===== src/rtl/mips_pkg.sv =====
// Shared types and default widths for the data-memory arbiter and its helpers.
package mips_pkg;

    typedef enum logic {
        ST_RUN    = 1'b0,
        ST_HALTED = 1'b1
    } arb_state_t;

    localparam int unsigned ADDR_W_DEF = 32;
    localparam int unsigned DATA_W_DEF = 32;

endpackage


===== src/rtl/dmem_wait_counter.sv =====
// Saturating count of consecutive cycles a pending debug request was denied.
module dmem_wait_counter #(
    parameter int unsigned MAX_WAIT = 4
) (
    input  logic clk,
    input  logic reset,
    input  logic inc,
    input  logic clr,
    output logic at_max
);

    localparam int unsigned CNT_W = $clog2(MAX_WAIT + 1);

    logic [CNT_W-1:0] r_cnt;

    always_ff @(posedge clk) begin
        if (reset || clr) begin
            r_cnt <= '0;
        end else if (inc && !at_max) begin
            r_cnt <= r_cnt + CNT_W'(1);
        end
    end

    assign at_max = (r_cnt == CNT_W'(MAX_WAIT));

endmodule


===== src/rtl/dmem_arbiter.sv =====
// Shares the data-memory port between the core (priority) and a debug/loader port,
// with a starvation-forced debug slot and a halt mode giving debug exclusive access.
module dmem_arbiter
    import mips_pkg::*;
#(
    parameter int unsigned ADDR_W   = ADDR_W_DEF,
    parameter int unsigned DATA_W   = DATA_W_DEF,
    parameter int unsigned MAX_WAIT = 4
) (
    input  logic              CLK,
    input  logic              reset,
    input  logic [ADDR_W-1:0] cpu_A,
    input  logic [DATA_W-1:0] cpu_WD,
    input  logic              cpu_WE,
    input  logic              cpu_RE,
    output logic [DATA_W-1:0] cpu_RD,
    output logic              cpu_stall,
    input  logic              dbg_valid,
    output logic              dbg_ready,
    input  logic              dbg_we,
    input  logic [ADDR_W-1:0] dbg_A,
    input  logic [DATA_W-1:0] dbg_WD,
    output logic              dbg_rvalid,
    output logic [DATA_W-1:0] dbg_RD,
    input  logic              dbg_halt,
    output logic              halted,
    output logic [ADDR_W-1:0] mem_A,
    output logic [DATA_W-1:0] mem_WD,
    output logic              mem_WE,
    input  logic [DATA_W-1:0] mem_RD
);

    arb_state_t r_state;
    arb_state_t w_state_next;

    logic w_cpu_acc;
    logic w_grant_dbg;
    logic w_grant_cpu;
    logic w_at_max;
    logic w_cnt_inc;
    logic w_cnt_clr;

    assign w_cpu_acc = cpu_WE | cpu_RE;

    always_ff @(posedge CLK) begin
        if (reset) begin
            r_state <= ST_RUN;
        end else begin
            r_state <= w_state_next;
        end
    end

    // Grant is forced off while reset is high so nothing is accepted or written.
    always_comb begin
        w_state_next = r_state;
        w_grant_dbg  = 1'b0;
        w_grant_cpu  = 1'b0;
        w_cnt_inc    = 1'b0;
        w_cnt_clr    = 1'b1;
        case (r_state)
            ST_RUN: begin
                w_grant_dbg = !reset && dbg_valid && (!w_cpu_acc || w_at_max);
                w_grant_cpu = !reset && !w_grant_dbg;
                w_cnt_inc   = dbg_valid && !w_grant_dbg;
                w_cnt_clr   = w_grant_dbg || !dbg_valid || dbg_halt;
                if (dbg_halt) begin
                    w_state_next = ST_HALTED;
                end
            end
            ST_HALTED: begin
                w_grant_dbg = !reset && dbg_valid;
                if (!dbg_halt) begin
                    w_state_next = ST_RUN;
                end
            end
            default: begin
                w_state_next = ST_RUN;
            end
        endcase
    end

    dmem_wait_counter #(
        .MAX_WAIT (MAX_WAIT)
    ) u_wait_counter (
        .clk    (CLK),
        .reset  (reset),
        .inc    (w_cnt_inc),
        .clr    (w_cnt_clr),
        .at_max (w_at_max)
    );

    assign dbg_ready = w_grant_dbg;
    assign cpu_stall = (w_cpu_acc && w_grant_dbg) || (r_state == ST_HALTED);
    assign halted    = (r_state == ST_HALTED);

    assign mem_A  = w_grant_dbg ? dbg_A  : cpu_A;
    assign mem_WD = w_grant_dbg ? dbg_WD : cpu_WD;
    assign mem_WE = (cpu_WE && w_grant_cpu) || (dbg_we && w_grant_dbg);
    assign cpu_RD = mem_RD;

    always_ff @(posedge CLK) begin
        if (reset) begin
            dbg_rvalid <= 1'b0;
            dbg_RD     <= '0;
        end else if (w_grant_dbg && !dbg_we) begin
            dbg_rvalid <= 1'b1;
            dbg_RD     <= mem_RD;
        end else begin
            dbg_rvalid <= 1'b0;
        end
    end

endmodule


===== config.mk =====
export PLATFORM = sky130hd
export DESIGN_NAME = dmem_arbiter
export DESIGN_NICKNAME = d
export VERILOG_FILES = /design/src/rtl/mips_pkg.sv /design/src/rtl/dmem_wait_counter.sv /design/src/rtl/dmem_arbiter.sv
export SDC_FILE = /design/constraint.sdc
export NUM_CORES = 1
export LEC_CHECK = 0
export CAP_MARGIN = 30
export CELL_PAD_IN_SITES_DETAIL_PLACEMENT = 2
export CELL_PAD_IN_SITES_GLOBAL_PLACEMENT = 2
export CORE_AREA = 2 2 115 117
export DETAILED_ROUTE_END_ITERATION = 10
export DIE_AREA = 0 0 117 119
export DONT_BUFFER_PORTS = 1
export GPL_TIMING_DRIVEN = 1
export PLACE_DENSITY_LB_ADDON = 0.1
export SLEW_MARGIN = 20
export SYNTH_ARGS = -nofsm -noshare
export SYNTH_HDL_FRONTEND = slang
export SYNTH_SLANG_ARGS = --single-unit

===== constraint.sdc =====
create_clock -name CLK -period 4.4 [get_ports CLK]
set_input_delay 1.32 -clock CLK [delete_from_list [all_inputs] [get_ports CLK]]
set_output_delay 1.32 -clock CLK [all_outputs]
set_load 0.01 [all_outputs]

==> results of run 1 <==
-- cells by family after synthesis --
group,share of synthesized area [%]
buffers and inverters,13.55
multiplexers,45.50
AO/OA/AOI/OAI,4.231
AND/OR/NAND/NOR,9.181
flip-flops,26.64
adder cells (fa/ha/maj),0.8999
-- critical path: stages --
cell,delay [ns]
sky130_fd_sc_hd__o2bb2ai_4,0.09
sky130_fd_sc_hd__o21ai_4,0.16
sky130_fd_sc_hd__buf_12,0.38
sky130_fd_sc_hd__mux2_2,0.43
-- routing by layer --
metal  track usage [%]  share of wire, %  vias to the layer above
met1             10.00                31                      795
met4             2.500              0.72                        0
li1                  -                 -                      722
met3             4.478                11                        5
met5                 0                 0                        -
met2             21.75                57                      138
-- Yosys cell counts --
master and number:
sky130_fd_sc_hd__ha_1 2, sky130_fd_sc_hd__a21oi_1 4, sky130_fd_sc_hd__o21ai_2 1, sky130_fd_sc_hd__nand2b_1 2, sky130_fd_sc_hd__mux2_1 29, sky130_fd_sc_hd__or4_1 1
sky130_fd_sc_hd__nor3_1 1, sky130_fd_sc_hd__o41ai_1 1, sky130_fd_sc_hd__buf_4 35, sky130_fd_sc_hd__or4b_1 1, sky130_fd_sc_hd__o211ai_1 2, sky130_fd_sc_hd__buf_2 1
sky130_fd_sc_hd__dfxtp_1 37, sky130_fd_sc_hd__nor2b_4 1, sky130_fd_sc_hd__o2bb2ai_4 1, sky130_fd_sc_hd__nor2b_1 33, sky130_fd_sc_hd__inv_1 8, sky130_fd_sc_hd__clkbuf_1 3
sky130_fd_sc_hd__buf_6 6, sky130_fd_sc_hd__o211ai_4 1, sky130_fd_sc_hd__mux2_2 18, sky130_fd_sc_hd__a211oi_1 1, sky130_fd_sc_hd__a211o_1 1, sky130_fd_sc_hd__mux2_4 49
-- worst max-delay path by stage --
stage | cells after the start | slack (ns) | end | from
2_1_floorplan | 5 | 0.88 | mem_A[12] | cpu_WE
3_3_place_gp | 4 | 0.70 | mem_WD[30] | cpu_WE
3_5_place_dp | 4 | 0.66 | mem_WD[30] | cpu_WE
4_1_cts | 4 | 0.66 | mem_WD[30] | cpu_WE
5_1_grt | 4 | 0.62 | mem_WD[30] | cpu_WE
6_report | 4 | 0.66 | mem_WD[30] | cpu_WE
-- state kept, by name, indices dropped and copies added (netlist names) --
name,flops
dbg_RD,32
dbg_rvalid,1
halted,1
u_wait_counter.r_cnt,3
-- area by class of cell --
cell class | count | area, um2 | area share, %
Clock buffer | 7 | 142.6 | 4.941
Tap cell | 176 | 220.2 | 7.629
Clock inverter | 1 | 30.03 | 1.040
Sequential cell | 37 | 740.7 | 25.66
Antenna cell | 2 | 5.005 | 0.1734
Timing Repair Buffer | 2 | 47.55 | 1.647
Inverter | 8 | 30.03 | 1.040
Multi-Input combinational cell | 149 | 1670 | 57.87
-- stage by stage --
| step | hold WS (ns) | cells | cell area, um2 | total power, mW | setup WS (ns) |
|---|---|---|---|---|---|
| after floorplan | 0.4351 | 239 | 2780 | 0.5336 | 0.8766 |
| after global placement | 0.4488 | 371 | 2681 | 0.5203 | 0.6991 |
| after detailed placement | 0.4712 | 372 | 2709 | 0.5247 | 0.6598 |
| after CTS | 0.4885 | 380 | 2882 | 0.9539 | 0.6598 |
| after global routing | 0.5398 | 380 | 2882 | 0.9769 | 0.6204 |
| final | 0.4931 | 382 | 2887 | 0.9311 | 0.6578 |
-- power by group --
part / internal, mW / switching, mW
Combinational: 0.0798 / 0.0720
Sequential: 0.347 / 0.0145
Clock: 0.283 / 0.134
==> impl_results.rst, run 1 <==
.. list-table::
   :header-rows: 1

   * - Metric
     - Value
   * - CTS tree
     - yes
   * - Area of the placeable core
     - 12,870 um2
   * - Cell area power density
     - 322.6 nW/um2
   * - Worst min path class
     - reg -> reg
   * - Vertical die dimension
     - 119 um
   * - Number of slew-limit violations in the final report
     - 0
   * - Area share of the largest cell type after synthesis
     - 26.64%
   * - Slew HR
     - 63.70%
   * - # rows
     - 42
   * - Cells after Synth
     - 239
   * - Final setup violation count
     - 0
   * - Total congestion overflow
     - 0
   * - Clock-pin slew reported for the worst setup and hold paths after clock tree synthesis
     - 0.05 ns
   * - End of the worst register-to-register path
     - dbg_RD[21]$_SDFFE_PP0P_
   * - Input/output buffers
     - 0
   * - Buffers inserted by post-CTS timing repair
     - 0
   * - Post-route clock skew
     - 0.008703 ns
   * - Startpoint of the worst-slack reg-to-reg timing path
     - u_wait_counter.r_cnt[0]$_SDFFE_PP0P_
   * - First-pass GRT wire length
     - 11.14 mm
   * - Register area share after synthesis
     - 26.64%
   * - Violation count after the first detailed-route iteration
     - 38
   * - H-Tree Level Count
     - 2
   * - Vias after detailed routing
     - 1,660
   * - Required time of the critical path
     - 3.08 ns
   * - Cell types occupying the most area after synthesis
     - sky130_fd_sc_hd__dfxtp_1 27%, sky130_fd_sc_hd__mux2_4 26%, sky130_fd_sc_hd__mux2_1 12%, sky130_fd_sc_hd__buf_4 9.5%, sky130_fd_sc_hd__nor2b_1 7.4%
   * - Tightest Pin Transition
     - 0.5420 ns
   * - TritonCTS sink count
     - 37
   * - Synth Area per Inst
     - 11.63 um2
   * - Clock insertion delay at the later pin of the skew report
     - 0.28 ns
   * - Count of pins on the block boundary
     - 300
   * - Tmin final
     - 3.742 ns
   * - Final Cycle Share
     - 85.05%
   * - Hold-fix buffers at CTS
     - 0
   * - Number of warnings reported in the yosys synthesis log
     - 0
   * - Fraction of layout instances using a drive strength above 1
     - 39.22%
   * - Total nets after synthesis
     - 408
   * - Worst hold stages
     - 1
   * - Number of filler instances in the final layout
     - 1,410
   * - Endpoint type of the worst setup path
     - primary output
   * - Area overhead of the layout relative to synthesis
     - 3.825%
   * - Seq cells post-synth
     - 37
   * - Number of buffers on the longest clock path
     - 2
   * - First-pass iteration count of the detailed router
     - 2
   * - CTS Buf Count
     - 5
   * - VDD IR-drop max
     - 0.1181 mV
   * - Biggest fanout along the worst timing path
     - 65
   * - Outcome
     - complete, no violations
   * - Total DRC errors in the routed layout
     - 0
   * - Core Util, Final
     - 22.42%
   * - DP HPWL
     - 7.181 mm
   * - Gates resized, CTS repair
     - 0
   * - Detailed-route wire length per cell
     - 22.10 um
   * - Commonest non-fill, non-tap cells in the layout
     - 49 x sky130_fd_sc_hd__mux2_4, 37 x sky130_fd_sc_hd__dfxtp_1, 33 x sky130_fd_sc_hd__nor2b_1, 29 x sky130_fd_sc_hd__mux2_1, 18 x sky130_fd_sc_hd__mux2_2
   * - Die ar.
     - 13,920 um2
   * - Final hold violation count
     - 0
   * - Vias per Instance
     - 4.346
   * - Peak clock frequency supported by timing
     - 267.2 MHz
   * - Final routed wirelength across all metal layers
     - 8.442 mm
   * - Synth cell types
     - 24
   * - Initial Util
     - 21.59%
   * - Cell accounting for the most synthesized area
     - sky130_fd_sc_hd__dfxtp_1
   * - Sum of negative setup slack
     - 0 ns
   * - Static Leakage
     - 1.308 nW
   * - Kind of critical path
     - in -> out
   * - Endpoint of the worst hold path
     - u_wait_counter.r_cnt[0]$_SDFFE_PP0P_
   * - Number of max-capacitance violations reported
     - 0
   * - Die span in x
     - 117 um
   * - Internal reg-to-reg setup slack
     - 2.34 ns
   * - Antenna violations before repair
     - 2
   * - Final estimated routing congestion in global placement
     - 0.7058
   * - Worst Min Path Start
     - u_wait_counter.r_cnt[0]$_SDFFE_PP0P_
   * - Unrepaired setup endpoints after global routing
     - no
   * - Antenna-violating nets left
     - 0
   * - Tot GR Track Use
     - 10.93%
   * - Vias in the first global route
     - 1,794
   * - Clock root buffer
     - sky130_fd_sc_hd__clkbuf_16
   * - Worst Reg-to-Reg Cells
     - 6
   * - Kind of launch point of the worst setup path
     - input port
   * - Most common cell after layout, fill and taps aside
     - sky130_fd_sc_hd__mux2_4
   * - Pin count of the biggest net entering global routing
     - 66
   * - Arrival time at the worst endpoint
     - 2.42 ns
   * - Combined area of all synthesized cells
     - 2780 um2
   * - Total number of nets in the final design
     - 372
No activity file was read; power rests on OpenSTA's default activity.
==> run 2, diff against run 1 <==
- TNS_END_PERCENT: unset -> 5
- clock period: 4.4 -> 3.1 ns (I/O delays scaled with it)
==> run 2 against run 1 <==
Net effect: first-iteration DRC count is 11% higher; final cell count is 0.26% lower; die area stayed put; clock skew is 0.0018 ns lower; worst hold slack worse by 0.013 ns; sequential share of layout area is 0.20 points higher; largest power group is now sequential cells.
==> impl_results.rst, run 2 (same netlist as run 1, synthesis figures left out) <==
.. list-table::
   :header-rows: 1

   * - Metric
     - Value
   * - Outcome
     - complete, no violations (unchanged)
   * - Total power consumption of the routed design
     - 1.231 mW (was 0.9311 mW)
   * - Hold-fix buffers at CTS
     - 0 (unchanged)
   * - Startpoint of the worst-slack reg-to-reg timing path
     - u_wait_counter.r_cnt[0]$_SDFFE_PP0P_ (unchanged)
   * - Dpl cells
     - 372 (unchanged)
   * - Total DRC errors in the routed layout
     - 0 (unchanged)
   * - CTS Buf Count
     - 5 (unchanged)
   * - Slew HR
     - 66.40% (was 63.70%)
   * - Worst min path class
     - reg -> reg (unchanged)
   * - Unrepaired setup endpoints after global routing
     - no (unchanged)
   * - Post-placement setup slack
     - 0.1393 ns (was 0.6598 ns)
   * - Worst hold stages
     - 1 (unchanged)
   * - Antenna-violating nets left
     - 0 (unchanged)
   * - DP HPWL
     - 7.168 mm (was 7.181 mm)
   * - Vertical die dimension
     - 119 um (unchanged)
   * - Commonest non-fill, non-tap cells in the layout
     - 49 x sky130_fd_sc_hd__mux2_4, 37 x sky130_fd_sc_hd__dfxtp_1, 33 x sky130_fd_sc_hd__nor2b_1, 29 x sky130_fd_sc_hd__mux2_1, 18 x sky130_fd_sc_hd__mux2_2 (unchanged)
   * - Detailed-route wire length per cell
     - 22.84 um (was 22.10 um)
   * - VDD IR-drop max
     - 0.1724 mV (was 0.1181 mV)
   * - Arrival time at the worst endpoint
     - 2.02 ns (was 2.42 ns)
   * - Fraction of layout instances using a drive strength above 1
     - 39.71% (was 39.22%)
   * - Hold_ws
     - 0.4801 ns (was 0.4931 ns)
   * - Tightest Pin Transition
     - 0.5034 ns (was 0.5420 ns)
   * - Biggest fanout along the worst timing path
     - 33 (was 65)
   * - Post-route clock skew
     - 0.006866 ns (was 0.008703 ns)
   * - Vias in the first global route
     - 1,815 (was 1,794)
   * - Initial Util
     - 21.59% (unchanged)
   * - Tmin final
     - 2.951 ns
   * - Cell area power density
     - 429.7 nW/um2 (was 322.6 nW/um2)
   * - Final estimated routing congestion in global placement
     - 0.7058 (unchanged)
   * - Placed Instance Area
     - 2689 um2 (was 2709 um2)
   * - Input/output buffers
     - 0 (unchanged)
   * - TritonCTS sink count
     - 37 (unchanged)
   * - Internal reg-to-reg setup slack
     - 1.20 ns (was 2.34 ns)
   * - Clock insertion delay at the later pin of the skew report
     - 0.28 ns (about the same)
   * - Final std cells w/o fill
     - 381 (was 382)
   * - Vias per Instance
     - 4.457 (was 4.346)
   * - Endpoint type of the worst setup path
     - primary output (unchanged)
   * - Vias after detailed routing
     - 1,698 (was 1,660)
   * - Final Cycle Share
     - 95.20%
   * - Peak clock frequency supported by timing
     - 338.8 MHz
   * - Finished layout cell area
     - 2864 um2 (was 2887 um2)
   * - Number of slew-limit violations in the final report
     - 0 (unchanged)
   * - CTS tree
     - yes (unchanged)
   * - Kind of launch point of the worst setup path
     - flop (was input port)
   * - Endpoint of the worst hold path
     - u_wait_counter.r_cnt[0]$_SDFFE_PP0P_ (unchanged)
   * - Die span in x
     - 117 um (unchanged)
   * - Clock root buffer
     - sky130_fd_sc_hd__clkbuf_16 (unchanged)
   * - Final worst-path setup slack
     - 0.1487 ns (was 0.6578 ns)
   * - Pin count of the biggest net entering global routing
     - 37 (was 66)
   * - End of the worst register-to-register path
     - dbg_RD[11]$_SDFFE_PP0P_ (was dbg_RD[21]$_SDFFE_PP0P_)
   * - Antenna violations before repair
     - 3 (was 2)
   * - Largest register FFs
     - 32 (unchanged)
   * - Number of buffers on the longest clock path
     - 2 (unchanged)
   * - Sum of negative setup slack
     - 0 ns (unchanged)
   * - Final setup violation count
     - 0 (unchanged)
   * - Core Util, Final
     - 22.24% (was 22.42%)
   * - Worst Min Path Start
     - u_wait_counter.r_cnt[0]$_SDFFE_PP0P_ (unchanged)
   * - Count of pins on the block boundary
     - 300 (unchanged)
   * - Area overhead of the layout relative to synthesis
     - 3.015% (was 3.825%)
   * - Die ar.
     - 13,920 um2 (unchanged)
   * - Kind of critical path
     - reg -> out (was in -> out)
   * - Violation count after the first detailed-route iteration
     - 42 (was 38)
   * - Final routed wirelength across all metal layers
     - 8.702 mm (was 8.442 mm)
   * - Largest registers
     - dbg_RD (32), u_wait_counter.r_cnt (3) (unchanged)
   * - First-pass iteration count of the detailed router
     - 3 (was 2)
   * - Total congestion overflow
     - 0 (unchanged)
   * - Area of the placeable core
     - 12,870 um2 (unchanged)
   * - Total number of nets in the final design
     - 373 (was 372)
   * - Clock-pin slew reported for the worst setup and hold paths after clock tree synthesis
     - 0.05 ns (about the same)
   * - # rows
     - 42 (unchanged)
   * - Tot GR Track Use
     - 11.18% (was 10.93%)
   * - First-pass GRT wire length
     - 11.36 mm (was 11.14 mm)
   * - Worst Reg-to-Reg Cells
     - 6 (unchanged)
   * - Final hold violation count
     - 0 (unchanged)
   * - Static Leakage
     - 1.297 nW (was 1.308 nW)
   * - H-Tree Level Count
     - 2 (unchanged)
   * - Most common cell after layout, fill and taps aside
     - sky130_fd_sc_hd__mux2_4 (unchanged)
   * - Largest register by flop count
     - dbg_RD (unchanged)
   * - Number of max-capacitance violations reported
     - 0 (unchanged)
   * - Required time of the critical path
     - 2.17 ns (was 3.08 ns)
-- run 2: how the worst max path moves through the flow --
stage,start,to,cells after the start
finish,u_wait_counter.r_cnt[0]$_SDFFE_PP0P_,mem_WD[31],6
global route,u_wait_counter.r_cnt[0]$_SDFFE_PP0P_,mem_WD[31],6
CTS,u_wait_counter.r_cnt[0]$_SDFFE_PP0P_,mem_WD[13],6
detailed placement,cpu_WE,mem_WD[31],4
global placement,cpu_WE,mem_WD[30],4
floorplan,cpu_WE,mem_A[12],5
-- run 2: layer usage --
metal	up-vias	global-route usage [%]	wire, um
li1	721	-	-
met1	823	10.06	2714
met4	4	3.088	116
met3	11	5.038	987
met5	-	0	26
met2	139	21.86	4857
-- run 2: final cells by class --
| type | count | area, um2 |
|---|---|---|
| fillers | 1406 | 10010 |
| multi-input cells | 149 | 1673 |
| flip-flops and latches | 37 | 740.7 |
| well taps | 176 | 220.2 |
| clock buffers | 7 | 142.6 |
| repair buffers | 3 | 55.05 |
| inverters | 8 | 30.03 |
| diodes | 1 | 2.502 |
-- run 2: what timing repair did --
action,4_1_cts,5_1_grt
gates cloned,1,0
setup endpoints to repair,2,31
gates resized for setup,0,2
buffers inserted,0,0
-- run 2: power breakdown --
part,switching [mW],total (mW),internal (mW)
sequential,0.0206,0.514,0.493
combinational,0.104,0.219,0.115
clock,0.182,0.498,0.315
total,0.307,1.23,0.923
-- run 2: worst max-delay path, stage by stage (launching register included) --
cell	delay (ns)
sky130_fd_sc_hd__dfxtp_1	0.36
sky130_fd_sc_hd__inv_1	0.06
sky130_fd_sc_hd__ha_2	0.21
sky130_fd_sc_hd__o2bb2ai_4	0.17
sky130_fd_sc_hd__o21ai_4	0.24
sky130_fd_sc_hd__buf_12	0.27
sky130_fd_sc_hd__mux2_2	0.41
